### src/rtl/ascii_to_scan_sequencer.sv
// ascii_to_scan_sequencer: encodes one ASCII character into the PS/2 Set-2
// make/break byte stream for that keystroke, wrapping shifted characters in
// a left-Shift make/break pair. Byte stream is valid/ready with a last flag.
module ascii_to_scan_sequencer #(
  parameter int          GAP_CYCLES = 0,
  parameter logic [7:0]  SHIFT_CODE = 8'h12
) (
  input  logic       clk,
  input  logic       rst_n,
  input  logic [7:0] ascii_code,
  input  logic       ascii_valid,
  output logic       ascii_ready,
  output logic [7:0] scan_code,
  output logic       scan_valid,
  input  logic       scan_ready,
  output logic       scan_last,
  output logic       busy,
  output logic       unsupported
);

  typedef enum logic [1:0] {IDLE, EMIT, GAP} state_t;

  // sup/shift flags plus the key's make code
  typedef struct packed {
    logic       sup;
    logic       shift;
    logic [7:0] key;
  } map_t;

  localparam logic [7:0] BREAK_CODE = 8'hF0;
  localparam logic [7:0] GAP_LAST   = (GAP_CYCLES > 0) ? 8'(GAP_CYCLES - 1) : 8'd0;

  // Make codes for the letter keys, indexed a..z
  function automatic logic [7:0] letter_key(input logic [4:0] i);
    case (i)
      5'd0:  letter_key = 8'h1C;  5'd1:  letter_key = 8'h32;
      5'd2:  letter_key = 8'h21;  5'd3:  letter_key = 8'h23;
      5'd4:  letter_key = 8'h24;  5'd5:  letter_key = 8'h2B;
      5'd6:  letter_key = 8'h34;  5'd7:  letter_key = 8'h33;
      5'd8:  letter_key = 8'h43;  5'd9:  letter_key = 8'h3B;
      5'd10: letter_key = 8'h42;  5'd11: letter_key = 8'h4B;
      5'd12: letter_key = 8'h3A;  5'd13: letter_key = 8'h31;
      5'd14: letter_key = 8'h44;  5'd15: letter_key = 8'h4D;
      5'd16: letter_key = 8'h15;  5'd17: letter_key = 8'h2D;
      5'd18: letter_key = 8'h1B;  5'd19: letter_key = 8'h2C;
      5'd20: letter_key = 8'h3C;  5'd21: letter_key = 8'h2A;
      5'd22: letter_key = 8'h1D;  5'd23: letter_key = 8'h22;
      5'd24: letter_key = 8'h35;  5'd25: letter_key = 8'h1A;
      default: letter_key = 8'h00;
    endcase
  endfunction

  // Full character map; {2'b10,K} = plain key K, {2'b11,K} = Shift + K
  function automatic map_t lookup(input logic [7:0] c);
    map_t m;
    m = '0;
    if (c >= 8'h61 && c <= 8'h7A) begin
      m = {2'b10, letter_key(5'(c - 8'h61))};
    end else if (c >= 8'h41 && c <= 8'h5A) begin
      m = {2'b11, letter_key(5'(c - 8'h41))};
    end else begin
      case (c)
        // digits
        8'h30: m = {2'b10, 8'h45};  8'h31: m = {2'b10, 8'h16};
        8'h32: m = {2'b10, 8'h1E};  8'h33: m = {2'b10, 8'h26};
        8'h34: m = {2'b10, 8'h25};  8'h35: m = {2'b10, 8'h2E};
        8'h36: m = {2'b10, 8'h36};  8'h37: m = {2'b10, 8'h3D};
        8'h38: m = {2'b10, 8'h3E};  8'h39: m = {2'b10, 8'h46};
        // unshifted punctuation and control keys
        8'h60: m = {2'b10, 8'h0E};  8'h2D: m = {2'b10, 8'h4E};
        8'h3D: m = {2'b10, 8'h55};  8'h5B: m = {2'b10, 8'h54};
        8'h5D: m = {2'b10, 8'h5B};  8'h5C: m = {2'b10, 8'h5D};
        8'h3B: m = {2'b10, 8'h4C};  8'h27: m = {2'b10, 8'h52};
        8'h2C: m = {2'b10, 8'h41};  8'h2E: m = {2'b10, 8'h49};
        8'h2F: m = {2'b10, 8'h4A};  8'h20: m = {2'b10, 8'h29};
        8'h0D: m = {2'b10, 8'h5A};  8'h08: m = {2'b10, 8'h66};
        8'h09: m = {2'b10, 8'h0D};
        // shifted digit row
        8'h29: m = {2'b11, 8'h45};  8'h21: m = {2'b11, 8'h16};
        8'h40: m = {2'b11, 8'h1E};  8'h23: m = {2'b11, 8'h26};
        8'h24: m = {2'b11, 8'h25};  8'h25: m = {2'b11, 8'h2E};
        8'h5E: m = {2'b11, 8'h36};  8'h26: m = {2'b11, 8'h3D};
        8'h2A: m = {2'b11, 8'h3E};  8'h28: m = {2'b11, 8'h46};
        // shifted punctuation
        8'h7E: m = {2'b11, 8'h0E};  8'h5F: m = {2'b11, 8'h4E};
        8'h2B: m = {2'b11, 8'h55};  8'h7B: m = {2'b11, 8'h54};
        8'h7D: m = {2'b11, 8'h5B};  8'h7C: m = {2'b11, 8'h5D};
        8'h3A: m = {2'b11, 8'h4C};  8'h22: m = {2'b11, 8'h52};
        8'h3C: m = {2'b11, 8'h41};  8'h3E: m = {2'b11, 8'h49};
        8'h3F: m = {2'b11, 8'h4A};
        default: m = '0;
      endcase
    end
    return m;
  endfunction

  state_t     state_q, state_d;
  logic [7:0] key_q, key_d;
  logic       shift_q, shift_d;
  logic [2:0] idx_q, idx_d;
  logic [7:0] gap_q, gap_d;
  logic       unsup_q, unsup_d;

  map_t       in_map;
  logic [2:0] last_idx;
  logic       seq_done;
  logic [7:0] byte_sel;

  // Both sequences index one 6-slot frame (Shift, K, F0, K, F0, Shift);
  // unshifted characters just use slots 1..3.
  assign in_map   = lookup(ascii_code);
  assign last_idx = shift_q ? 3'd5 : 3'd3;
  assign seq_done = (idx_q == last_idx + 3'd1);

  // Byte for the current frame slot
  always_comb begin
    byte_sel = 8'h00;
    case (idx_q)
      3'd0, 3'd5: byte_sel = SHIFT_CODE;
      3'd1, 3'd3: byte_sel = key_q;
      3'd2, 3'd4: byte_sel = BREAK_CODE;
      default:    byte_sel = 8'h00;
    endcase
  end

  // Next-state: accept in IDLE, step bytes on handshake, count gap cycles
  always_comb begin
    state_d = state_q;
    key_d   = key_q;
    shift_d = shift_q;
    idx_d   = idx_q;
    gap_d   = gap_q;
    unsup_d = 1'b0;
    case (state_q)
      IDLE: begin
        if (ascii_valid) begin
          if (in_map.sup) begin
            key_d   = in_map.key;
            shift_d = in_map.shift;
            idx_d   = in_map.shift ? 3'd0 : 3'd1;
            state_d = EMIT;
          end else begin
            unsup_d = 1'b1;
          end
        end
      end
      EMIT: begin
        if (scan_ready) begin
          idx_d = idx_q + 3'd1;
          if (GAP_CYCLES > 0) begin
            gap_d   = 8'd0;
            state_d = GAP;
          end else if (idx_q == last_idx) begin
            state_d = IDLE;
          end
        end
      end
      GAP: begin
        if (gap_q == GAP_LAST) begin
          state_d = seq_done ? IDLE : EMIT;
        end else begin
          gap_d = gap_q + 8'd1;
        end
      end
      default: state_d = IDLE;
    endcase
  end

  // State and datapath registers; reset aborts any sequence in flight
  always_ff @(posedge clk or negedge rst_n) begin
    if (!rst_n) begin
      state_q <= IDLE;
      key_q   <= 8'h00;
      shift_q <= 1'b0;
      idx_q   <= 3'd0;
      gap_q   <= 8'd0;
      unsup_q <= 1'b0;
    end else begin
      state_q <= state_d;
      key_q   <= key_d;
      shift_q <= shift_d;
      idx_q   <= idx_d;
      gap_q   <= gap_d;
      unsup_q <= unsup_d;
    end
  end

  assign ascii_ready = (state_q == IDLE);
  assign busy        = (state_q != IDLE);
  assign scan_valid  = (state_q == EMIT);
  assign scan_code   = scan_valid ? byte_sel : 8'h00;
  assign scan_last   = scan_valid && (idx_q == last_idx);
  assign unsupported = unsup_q;

endmodule
### config.mk
export PLATFORM = sky130hd
export DESIGN_NAME = ascii_to_scan_sequencer
export DESIGN_NICKNAME = d
export VERILOG_FILES = /design/src/rtl/ascii_to_scan_sequencer.sv
export SDC_FILE = /design/constraint.sdc
export NUM_CORES = 1
export LEC_CHECK = 0
export CORE_UTILIZATION = 50
export DETAILED_ROUTE_END_ITERATION = 8
export DONT_BUFFER_PORTS = 1
export PLACE_DENSITY = 0.69
export SETUP_SLACK_MARGIN = 0.5
export SYNTH_ARGS = -nofsm -noshare
export SYNTH_HDL_FRONTEND = slang
export SYNTH_SLANG_ARGS = --single-unit
### constraint.sdc
create_clock -name clk -period 1.4 [get_ports clk]
set_input_delay 0.14 -clock clk [delete_from_list [all_inputs] [get_ports clk]]
set_output_delay 0.14 -clock clk [all_outputs]
set_load 0.02 [all_outputs]
* Word-level counts from Yosys, hierarchy flattened
Memories as Yosys holds them, arrays and structs flattened.
Cells that the tools add are included.
** Storage, ports and cells
- Word-level logic and storage cells :: 69
- Memories :: 3
- Bits in read-only memories :: 1600
- Output and inout bits :: 13
- Register bits :: 23
** Memories
- (no name shown) :: words 128, bits a word 9, rd ports 1, clocked after Yosys merged registers in 0, wr ports 0, RTL line 62 : case (c)
- (no name shown) :: words 32, bits a word 7, rd ports 1, clocked after Yosys merged registers in 0, wr ports 0, RTL line 35 : case (i)
- (no name shown) :: words 32, bits a word 7, rd ports 1, clocked after Yosys merged registers in 0, wr ports 0, RTL line 35
** Operators by class
- Mux-type cells :: 21
- $add $sub $neg :: 5
- Bitwise gates (word level) :: 1
- Eq/ne operators :: 14
- Magnitude comparators :: 4
- Reductions and logical operators :: 15
** Operator list (number)
- 10-bit 2-to-1 mux :: 3
- 8-bit case mux with 3 select lines :: 1
- 8-bit by 7-bit >= comparator with 1-bit output, second input constant :: 2
- 8-bit by 7-bit <= comparator with 1-bit output, second input constant :: 2
- 3-bit 2-to-1 mux :: 4
- 2-bit 2-to-1 mux :: 5
- 5-bit by 1-bit subtractor with 5-bit output, second input constant :: 2
- 8-bit by 1-bit adder with 8-bit output, second input constant :: 1
- 8-bit logical NOT :: 1
- 8-bit 2-to-1 mux :: 1
- 3-bit by 1-bit adder with 3-bit output, second input constant :: 2
- 3-bit by 2-bit equality test with 1-bit output, second input constant :: 2
- 3-bit equality test :: 2
- 3-bit equality test, second input constant :: 2
- 2-bit by 1-bit inequality test with 1-bit output, second input constant :: 3
- 2-bit case mux with 3 select lines :: 1
- 3-bit case mux with 2 select lines :: 1
- 2-bit OR reduction :: 3
- 1-bit 2-to-1 mux :: 5
- 5-bit AND reduction :: 1
- 2-bit inequality test, second input constant :: 2
- 4-bit AND reduction :: 1
- 2-bit nonzero test :: 2
- 3-bit by 1-bit equality test with 1-bit output, second input constant :: 1
- other kinds (8) :: 10

* Logic depth before layout (Yosys ltp)
- Word-level depth :: 8
- Gate-level depth with buffers :: 11
- Gate-level depth less buffers :: 10

* Least setup slack after synthesis
No wires, ideal clock.
- Path type :: input-to-reg
- Start :: in ascii_code[1]
- End :: reg key_q[2]
- Path buffers :: 1
- Setup slack :: -864 ps
- Library setup time :: 125 ps
- Data arrival time :: 2139 ps
- Cell stages on the path :: 9
- Cell sequence :: inv_1 -> ha_1 -> nor3b_4 -> nor3b_2 -> o32ai_2 -> a2111o_1 -> and2_4 -> buf_6 -> mux2_4
** Between the ends
- Word-level cells in the longest chain between the ends :: 5
- Elaborated cells on any way between the ends :: 15
- Classes of those cells :: add/sub (2); order compare (4); mux (3); reduce/logical (3); memory (3)
** Ends and longest elaborated chain
- from (decl) :: RTL line 10 : input logic [7:0] ascii_code,
- branches (longest 3 deep; another with memory 32 x 7 bit)
- 10-bit 2-to-1 mux * :: RTL line 57 : if (c >= 8'h61 && c <= 8'h7A) begin
- 3-bit AND reduction (no source line)
- to (signal assigned) :: RTL line 180 : key_q <= key_d;
- to (decl) :: RTL line 98 : logic [7:0] key_q, key_d;
Mark *: on every way between the ends.
A chain may end at the register's enable or synchronous reset.

* Final worst setup path
Ends and elaborated chain as after synthesis.

==> reports/metrics.yaml <==
status: "finished with violations"
violations: "negative hold slack, negative setup slack"
peakVddDrop_uv: 830
grt_util_all_layers: 0.354
path_buf_inv: 1
cpLargestDelayFamily: "simple AND/OR/NAND/NOR gates"
path_clk_slew_ps: 70
core_um2: 4350
async_flop_share: 1.00
skew_ps: 8.44
hold_viol: 13
routedWlPerCell_um: 20.9
synth_adder_area_share: 0.0941
post_synth_and_or_nand_nor_area_fraction: 0.253
ys_seq_area_frac: 0.144
htree_levels: 1
grt_pass1_vias: 2628
end_kind: "flip-flop"
synth_compound_area_frac: 0.343
slowest_stage: "a2111o_1"
relSlewSlack: 0.559
max_clock_freq_mhz: 547
drtPass1Iterations: 6
syn_nets: 333
cts_sinks: 13
power_w: 0.00377
portBuffers: 0
grt_pass1_wl_um: 13600
setup_violations: 22
gp_congestion: 0.976
cts_buffers: 3
tightest_slew_ps: 661
place_area_um2: 2920
r2r_cells: 3
dieArea_um2: 4790
timing.rr.end: "key_q[0]"
critPathMaxFanout: 19
post-dp-hpwl_um: 5870
crit_start: "ascii_code[1]"
slowest_delay_ps: 410
num_io_pins: 25
drive_above_1_share: 0.390
final_area_um2: 3200
clock_latency_ps: 250
cp-start-kind: "input port"
ant_nets: 0
yosysTopAreaCellShare: 0.144
synthesis.area_um2: 2260
r2r_setup_slack_ps: 70
cts-root-buf: "clkbuf_8"
first_iter_violations: 334
area_delta_synth_final_pct: 41.8
fin_crit_sh: 1.31
path_cells: "clkinvlp_4 -> ha_4 -> nor3b_4 -> nor3b_4 -> o32ai_4 -> a2111o_1 -> and2_4 -> mux2_4"
setup_tns_ps: -6820
synth_area_leader_cell: "dfrtp_1"
die_height_um: 69.2
synth-xor-area-share: 0.0155
rows: 24
synth_common_cells: "26 x a21oi_1, 26 x nand2_1, 21 x o21ai_0"
yosysWarnings: 0
crit_end: "key_q[2]"
cts_buffer_depth: 2
tritoncts: "yes"
cp.arrival_ps: 1960
power_leakage_nw: 1.32
dieWidth_um: 69.2
synth_edf_count: 0
drt_wl_total_um: 8680
synthCells: 304
whs_ps: -21.1
yosys.cell_types.count: 67
syn_area_per_cell_um2: 7.43
grt_max_degree: 46
drcViolationCount: 0
worst-endpoint-required_ps: 1530
finalCriticalPeriod_ps: 1830
start_util: 0.519
synth-seq-cells: 13
nets: 394
antenna_found_initial: 0
path_depth: 8
slew_violations: 0
r2r_start: "state_q[0]"
diodes: 0
ys.flop_type: "dfrtp_1"
fin_ws_ps: -428
synthMuxAreaShare: 0.0670
synth.top_cells.by_area: "dfrtp_1 14%, ha_1 9.4%, a21oi_1 5.8%, o21ai_0 4.7%, nand2_1 4.3%"
crit_path_frequent_cell: "nor3b_4"
timing_worst_setup_path_type: "in2reg"
powerDensity_nw_per_um2: 1180
vias_per_cell: 6.78
hold_class: "in2async"
grt_overflow: 0
synth_top_family_by_area: "compound AO/OA/AOI/OAI gates"
drv_cap: 0
route.vias.total: 2819
rsz0062_at_grt: "yes"
[layer usage]
layer / GRT usage / routed length, um / up-vias
li1: - / - / 1268
met1: 0.496 / 3580 / 1329
met2: 0.565 / 4000 / 190
met3: 0.0480 / 805 / 32
met4: 0.107 / 299 / 0
met5: 0 / 0 / -
[sequential cells by signal (all words and copies together), names as in the netlist]
signal and count:
idx_q 3, shift_q 1, state_q 1, key_q 7, unsupported 1
[power by group]
group	switching (W)	internal [W]	leakage, nW
Combinational	0.00144	0.00123	1.14
Sequential	0.000191	0.000548	0.161
Clock	0.000157	0.000202	0.0228
Total	0.00179	0.00198	1.32
[cells by family (layout without fill, tap and decap cells)]
group / after synthesis / after routing
AOI/OAI and AO/OA: 112 / 112
and+or+nand+nor: 103 / 103
buffers and inverters: 42 / 102
adders and majority gates: 17 / 17
muxes: 13 / 13
DFF: 13 / 13
xor gates and xnor gates: 4 / 4
[metrics by stage]
step	worst slack, ps	cells	utilization
after global routing	-473	416	0.736
final	-428	416	0.736
after detailed placement	-945	404	0.672
after global placement	-873	404	0.672
after floorplan	-696	304	-
after CTS	-356	412	0.716
[repair_timing]
item,in CTS,in global routing
pin swaps,4,1
endpoints found under the hold margin,14,0
endpoints found under the setup margin,25,27
hold buffers,2,0
resized for setup,27,14
setup buffers,2,4
gates cloned,0,0
[how the worst min path moves through the flow]
stage | slack, ps | cells past startpoint | to
3_5_place_dp | -160 | 0 | idx_q[1]
4_1_cts | 60 | 2 | idx_q[1]
3_3_place_gp | -160 | 0 | idx_q[1]
5_1_grt | 30 | 1 | idx_q[1]
2_1_floorplan | -160 | 0 | idx_q[0]
6_report | -20 | 1 | idx_q[0]
[layout by cell type, fill, tap and decap left out, drive strengths merged, types with 4 or more instances in the layout]
master   n
and2     7
clkbuf   4
nand3    9
o221ai   4
xnor2    4
a311oi   5
mux2i    8
nand2b   6
o211ai   8
inv     15
nand2   27
nor3     4
nor3b    5
o22ai    5
nor2    16
o21ai   21
buf     80
o32ai    5
and3     6
a31oi    6
a21oi   26
dfrtp   13
ha      17
nor2b   11
mux2     5
[final cells by class]
class	count	area, um2
Multi-Input combinational cell	249	2030
Fill cell	324	1150
Timing Repair Buffer	82	657
Sequential cell	13	328
Inverter	16	76.3
Tap cell	52	65.1
Clock buffer	4	45.0
[worst register-to-register path: cells and delay by family (launching register included)]
family,cells,cell delay (ps)
and+or+nand+nor,2,440
DFF,1,430
muxes,1,350
Power figures use the tool's default switching activity.
